[config.mk]
export PLATFORM = sky130hd
export DESIGN_NAME = rs_frame_ctrl_flat
export DESIGN_NICKNAME = d
export VERILOG_FILES = /design/src/rtl/rs_frame_ctrl_if.sv /design/src/rtl/rs_frame_ctrl.sv /design/src/flat_wrapper.sv
export SDC_FILE = /design/constraint.sdc
export NUM_CORES = 1
export LEC_CHECK = 0
export CORE_MARGIN = 5
export CORE_UTILIZATION = 30
export CTS_CLUSTER_SIZE = 14
export DETAILED_ROUTE_END_ITERATION = 8
export RECOVER_POWER = 50
export SLEW_MARGIN = 20
export SYNTH_ARGS = -nofsm -noshare
export SYNTH_HDL_FRONTEND = slang
export SYNTH_SLANG_ARGS = --single-unit
[constraint.sdc]
create_clock -name clk -period 5.9 [get_ports clk]
set_input_delay 1.475 -clock clk [delete_from_list [all_inputs] [get_ports clk]]
set_output_delay 1.475 -clock clk [all_outputs]
set_load 0.005 [all_outputs]
[src/rtl/rs_frame_ctrl_if.sv]
// Stream bundle of the RS frame sequencer: message symbols in (s_*),
// systematic codeword symbols out (c_*).
interface rs_frame_ctrl_if;
    logic [7:0] s_data;
    logic       s_valid;
    logic       s_ready;
    logic       c_ready;
    logic [7:0] c_data;
    logic       c_valid;
    logic       c_sop;
    logic       c_eop;

    // Environment side: sources message symbols and sinks codeword symbols.
    modport master (
        output s_data, s_valid, c_ready,
        input  s_ready, c_data, c_valid, c_sop, c_eop
    );

    // Controller side.
    modport slave (
        input  s_data, s_valid, c_ready,
        output s_ready, c_data, c_valid, c_sop, c_eop
    );
endinterface

[src/rtl/rs_frame_ctrl.sv]
// Frame sequencer for the RS encoder datapath. Passes K message symbols
// straight through to the codeword stream while the encoder absorbs them,
// then streams NPAR parity symbols out of the encoder, with one encoder
// clear cycle between frames.
module rs_frame_ctrl #(
    parameter int K    = 239,
    parameter int NPAR = 16
) (
    input  logic           clk,
    input  logic           rst,
    rs_frame_ctrl_if.slave stream,
    output logic           o_enc_clr,
    output logic           o_enc_en,
    output logic           o_enc_shift,
    output logic [7:0]     o_enc_m,
    input  logic [7:0]     i_enc_par,
    output logic           o_busy,
    output logic [15:0]    o_frame_cnt
);
    localparam int MAX_CNT = (K > NPAR) ? K : NPAR;
    localparam int CNT_W   = (MAX_CNT > 1) ? $clog2(MAX_CNT) : 1;
    localparam logic [CNT_W-1:0] K_LAST = CNT_W'(K - 1);
    localparam logic [CNT_W-1:0] P_LAST = CNT_W'(NPAR - 1);

    typedef enum logic [1:0] {
        ST_IDLE = 2'd0,
        ST_MSG  = 2'd1,
        ST_PAR  = 2'd2
    } state_t;

    state_t           r_state;
    state_t           w_state_nxt;
    logic [CNT_W-1:0] r_sym_cnt;
    logic [CNT_W-1:0] w_sym_cnt_nxt;
    logic [15:0]      r_frame_cnt;
    logic [15:0]      w_frame_cnt_nxt;

    logic             w_s_ready;
    logic             w_c_valid;
    logic [7:0]       w_c_data;
    logic             w_c_sop;
    logic             w_c_eop;
    logic             w_enc_clr;
    logic             w_enc_en;
    logic             w_enc_shift;
    logic [7:0]       w_enc_m;
    logic             w_busy;
    logic             w_s_hs;

    // State register: phase, symbol position within the phase, completed frames.
    // NOTE: sequential state uses non-blocking assignments so every register
    // samples the pre-edge values regardless of statement order.
    always_ff @(posedge clk or posedge rst) begin
        if (rst) begin
            r_state     <= ST_IDLE;
            r_sym_cnt   <= '0;
            r_frame_cnt <= '0;
        end else begin
            r_state     <= w_state_nxt;
            r_sym_cnt   <= w_sym_cnt_nxt;
            r_frame_cnt <= w_frame_cnt_nxt;
        end
    end

    // In MSG the source is accepted exactly when the sink accepts.
    assign w_s_hs = stream.s_valid & stream.c_ready;

    // Next-state and output decode for the three frame phases.
    always_comb begin
        // NOTE: every output gets a default before the case, so no path can
        // leave a signal unassigned and infer a latch.
        w_state_nxt     = r_state;
        w_sym_cnt_nxt   = r_sym_cnt;
        w_frame_cnt_nxt = r_frame_cnt;
        w_s_ready       = 1'b0;
        w_c_valid       = 1'b0;
        w_c_data        = 8'h00;
        w_c_sop         = 1'b0;
        w_c_eop         = 1'b0;
        w_enc_clr       = 1'b0;
        w_enc_en        = 1'b0;
        w_enc_shift     = 1'b0;
        w_enc_m         = 8'h00;
        w_busy          = 1'b0;

        case (r_state)
            ST_IDLE: begin
                // One clear cycle per frame, then straight into the message.
                w_enc_clr     = 1'b1;
                w_state_nxt   = ST_MSG;
                w_sym_cnt_nxt = '0;
            end

            ST_MSG: begin
                w_busy    = 1'b1;
                w_s_ready = stream.c_ready;
                w_c_valid = stream.s_valid;
                w_c_data  = stream.s_data;
                w_enc_m   = stream.s_data;
                w_enc_en  = w_s_hs;
                w_c_sop   = stream.s_valid && (r_sym_cnt == '0);
                if (w_s_hs) begin
                    if (r_sym_cnt == K_LAST) begin
                        w_state_nxt   = ST_PAR;
                        w_sym_cnt_nxt = '0;
                    end else begin
                        w_sym_cnt_nxt = r_sym_cnt + CNT_W'(1);
                    end
                end
            end

            ST_PAR: begin
                // Parity is always available; the sink alone paces the shift.
                w_busy      = 1'b1;
                w_c_valid   = 1'b1;
                w_c_data    = i_enc_par;
                w_enc_shift = stream.c_ready;
                w_c_eop     = (r_sym_cnt == P_LAST);
                if (stream.c_ready) begin
                    if (r_sym_cnt == P_LAST) begin
                        w_state_nxt     = ST_IDLE;
                        w_sym_cnt_nxt   = '0;
                        w_frame_cnt_nxt = r_frame_cnt + 16'd1;
                    end else begin
                        w_sym_cnt_nxt = r_sym_cnt + CNT_W'(1);
                    end
                end
            end

            default: begin
                w_state_nxt   = ST_IDLE;
                w_sym_cnt_nxt = '0;
            end
        endcase
    end

    assign stream.s_ready = w_s_ready;
    assign stream.c_valid = w_c_valid;
    assign stream.c_data  = w_c_data;
    assign stream.c_sop   = w_c_sop;
    assign stream.c_eop   = w_c_eop;
    assign o_enc_clr      = w_enc_clr;
    assign o_enc_en       = w_enc_en;
    assign o_enc_shift    = w_enc_shift;
    assign o_enc_m        = w_enc_m;
    assign o_busy         = w_busy;
    assign o_frame_cnt    = r_frame_cnt;
endmodule
[src/flat_wrapper.sv]
// flat-port wrapper written by rule: the top's interface ports become plain ports
module rs_frame_ctrl_flat 
#(
    parameter int K    = 239,
    parameter int NPAR = 16
)
  (clk, rst, o_enc_clr, o_enc_en, o_enc_shift, o_enc_m, i_enc_par, o_busy, o_frame_cnt, stream_s_data, stream_s_valid, stream_c_ready, stream_s_ready, stream_c_data, stream_c_valid, stream_c_sop, stream_c_eop);
  rs_frame_ctrl_if stream_i ();
  input  logic clk;
  input  logic rst;
  output logic o_enc_clr;
  output logic o_enc_en;
  output logic o_enc_shift;
  output logic [7:0] o_enc_m;
  input  logic [7:0] i_enc_par;
  output logic o_busy;
  output logic [15:0] o_frame_cnt;
  input wire logic [$bits(stream_i.s_data)-1:0] stream_s_data;
  input wire logic [$bits(stream_i.s_valid)-1:0] stream_s_valid;
  input wire logic [$bits(stream_i.c_ready)-1:0] stream_c_ready;
  output wire logic [$bits(stream_i.s_ready)-1:0] stream_s_ready;
  output wire logic [$bits(stream_i.c_data)-1:0] stream_c_data;
  output wire logic [$bits(stream_i.c_valid)-1:0] stream_c_valid;
  output wire logic [$bits(stream_i.c_sop)-1:0] stream_c_sop;
  output wire logic [$bits(stream_i.c_eop)-1:0] stream_c_eop;
  assign stream_i.s_data = stream_s_data;
  assign stream_i.s_valid = stream_s_valid;
  assign stream_i.c_ready = stream_c_ready;
  assign stream_s_ready = stream_i.s_ready;
  assign stream_c_data = stream_i.c_data;
  assign stream_c_valid = stream_i.c_valid;
  assign stream_c_sop = stream_i.c_sop;
  assign stream_c_eop = stream_i.c_eop;
  rs_frame_ctrl #(.K(K), .NPAR(NPAR)) u_core (.clk(clk), .rst(rst), .stream(stream_i), .o_enc_clr(o_enc_clr), .o_enc_en(o_enc_en), .o_enc_shift(o_enc_shift), .o_enc_m(o_enc_m), .i_enc_par(i_enc_par), .o_busy(o_busy), .o_frame_cnt(o_frame_cnt));
endmodule
==> impl_metrics.yaml <==
floorplanning:
  core_um2: 5205
  die_h_um: 83.69
  io_pins: 60
  die_w_um: 83.69
  dieArea_um2: 7004
  num_rows: 26
  start_util_pct: 31.30
critical_path:
  cp-start-kind: "primary input"
  setup.worst_path.class: "in -> out"
  r2r_cells: 6
  endpoint_kind: "output port"
  worstPathArrival_ps: 2850
  worstPathRequired_ps: 4430
  cp_max_fo: 6
hold_path:
  hp-class: "reg -> reg"
  min_path_cells: 1
sta:
  relSlewSlack_pct: 33.92
  tightest_slew_ps: 990.1
  slew_viol_final: 0
  max_freq_ghz: 0.2310
  fin_skew_ps: 5.475
  rsz0062_at_grt: "no"
  min_period_over_period_pct: 73.38
  period_minus_slack_ps: 4330
  hold_viol: 0
  tns_ps: 0
  setup_viol: 0
clocking:
  root_buffer: "clkbuf_8"
  cts_buffers: 3
  cts_buffer_depth: 2
  path_clk_slew_ps: 90
  hold_buffers: 0
  cts_sinks: 26
  clock_tree.htree_level_count: 1
  cts_tree: "done"
  clk_latency_ps: 270
  cts_resized: 0
  post_cts_buffers: 0
global_route:
  grt_pass1_wl_mm: 7.458
  antenna_found_initial: 0
  global_route.overflow_total: 0
  grtUsageTotal_pct: 12.79
  grt_start_max_net_pins: 27
  grt_pass1_vias: 1476
yosys:
  synth.distinct_cells: 36
  synth_area_per_cell_um2: 9.050
  synth_cells: 180
  yosysSeqAreaShare_pct: 39.94
  synth_seq_cells: 26
  syn_area_um2: 1629
  synth.yosys.warnings: 0
  syn_nets: 207
placed_design:
  dp_hpwl_mm: 3.397
  gp_congestion: 0.7917
  placed_cell_area_um2: 2283
  port_buffers: 59
cells_and_area:
  final_common_cell: "clkdlybuf4s50_1"
  area_growth_pct: 44.55
  ff_latch_area_um2: 650.6
  stdcell_area_um2: 2355
  antenna_cells: 0
  drive_gt1_share_pct: 5.063
  multiInputGateArea_um2: 909.6
  final_cell_mix: "41 x clkdlybuf4s50_1, 26 x dfrtp_1, 19 x nand2_1, 18 x dlygate4sd3_1, 12 x inv_1"
  fill_cells: 511
  fin_nets: 265
power_and_ir_drop:
  p_leak_nw: 0.9964
  internal_power_uw: 512.1
  seq_power_share_pct: 29.2
  p_sw_share_pct: 36.75
  p_sw_uw: 297.6
  finalPower_uw: 809.7
  p_per_area_nw_per_um2: 343.9
  ir_drop_uv: 200.4
  clkPwrFrac_pct: 18.6
  pwr-share-comb_pct: 52.2
route:
  viasPerCell: 4.847
  dr.pass1.iters: 4
  wl_per_cell_um: 14.49
  routed_wl_mm: 4.447
  drtAntennaViolNets: 0
  drt_iter0_drc: 62
  route.detailed.drc: 0
  vias: 1488
outcome:
  outcome: "completed"
run:
  max_cap_viol_count: 0
==> cell usage after synthesis (all sizes together) <==
library cell	count	area, um^2
a21boi	2	15.01
a21oi	9	45.04
a32o	1	10.01
and2	10	62.56
and3	3	18.77
and4	2	17.52
buf	1	5.000
clkbuf	5	18.77
dfrtp	26	650.6
ha	7	87.58
inv	12	45.04
mux2	2	22.52
mux2i	1	10.01
nand2	19	71.32
nand3	7	35.03
nand3b	1	7.510
nand4	3	18.77
nand4b	1	8.760
nor2	6	22.52
nor2b	11	68.82
nor3	10	60.06
nor4	5	46.29
nor4b	1	8.760
o2111ai	1	8.760
o211a	1	10.01
o211ai	3	22.52
o21ai	7	35.03
o22ai	2	12.51
o311ai	2	17.52
or2	1	6.260
or3	1	6.260
or4	2	22.52
xnor2	8	70.07
xor2	7	61.31
==> logic make-up (layout without fill, tap and decap cells) <==
| group | Yosys count | after routing | synth area share (%) |
|---|---|---|---|
| AO/OA/AOI/OAI | 28 | 28 | 10.83 |
| XOR/XNOR | 15 | 15 | 8.065 |
| adder cells (fa/ha/maj) | 7 | 7 | 5.376 |
| buffers and inverters | 18 | 75 | 4.224 |
| flip-flops | 26 | 26 | 39.94 |
| multiplexers | 3 | 3 | 1.997 |
| AND/OR/NAND/NOR | 83 | 83 | 29.57 |
==> area by class of cell <==
cell class | instances | area share, %
Multi-Input combinational cell | 136 | 38.63
Sequential cell | 26 | 27.63
Timing Repair Buffer | 59 | 25.08
Tap cell | 70 | 3.719
Inverter | 12 | 1.913
Clock buffer | 3 | 1.753
Clock inverter | 1 | 1.275
==> final timing paths <==
check                                         end  slack (ps)                   start
setup / recovery                      o_enc_shift        1570          stream_c_ready
hold / removal             u_core.o_frame_cnt[15]         470  u_core.o_frame_cnt[15]
setup reg to reg              u_core.r_sym_cnt[6]        3450       u_core.r_state[0]
hold reg to reg            u_core.o_frame_cnt[15]         470  u_core.o_frame_cnt[15]
max in group asynchronous   u_core.o_frame_cnt[2]        3430                     rst
min in group asynchronous     u_core.r_sym_cnt[5]        1870                     rst
==> registers in the layout, indices dropped and copies added (netlist names) <==
signal	count
u_core.o_frame_cnt	16
u_core.r_state	2
u_core.r_sym_cnt	8
==> power by group through the flow <==
stage	registers [mW]	clock network, mW	logic (mW)
after floorplan	0.227	0	0.233
final	0.236	0.151	0.423
after global routing	0.241	0.163	0.468
after detailed placement	0.239	0	0.424
after global placement	0.239	0	0.424
after CTS	0.236	0.152	0.428
==> worst max-delay path: stages <==
cell and delay [ps]:
dlygate4sd3_1 650, nand2_1 130, inv_1 110, clkdlybuf4s50_1 500
==> stage by stage <==
| step | hold slack [ps] | util, % | cells | setup WS [ps] |
|---|---|---|---|---|
| after global routing | 494.1 | 45.24 | 307 | 1477 |
| final | 469.6 | 45.24 | 307 | 1570 |
| after global placement | 460.0 | 43.87 | 303 | 1621 |
| after detailed placement | 465.1 | 43.87 | 303 | 1611 |
| after floorplan | 464.7 | - | 180 | 2626 |
| after CTS | 478.4 | 45.24 | 307 | 1598 |
==> layer usage <==
layer / vias to the layer above / global-route usage [%] / part of all wire, %
li1: 751 / - / -
met1: 710 / 16.77 / 47
met2: 23 / 21.40 / 49
met3: 4 / 3.159 / 3.3
met4: 0 / 2.485 / 0.79
met5: - / 0 / 0
Note: power is estimated with default switching activity, not from simulation.
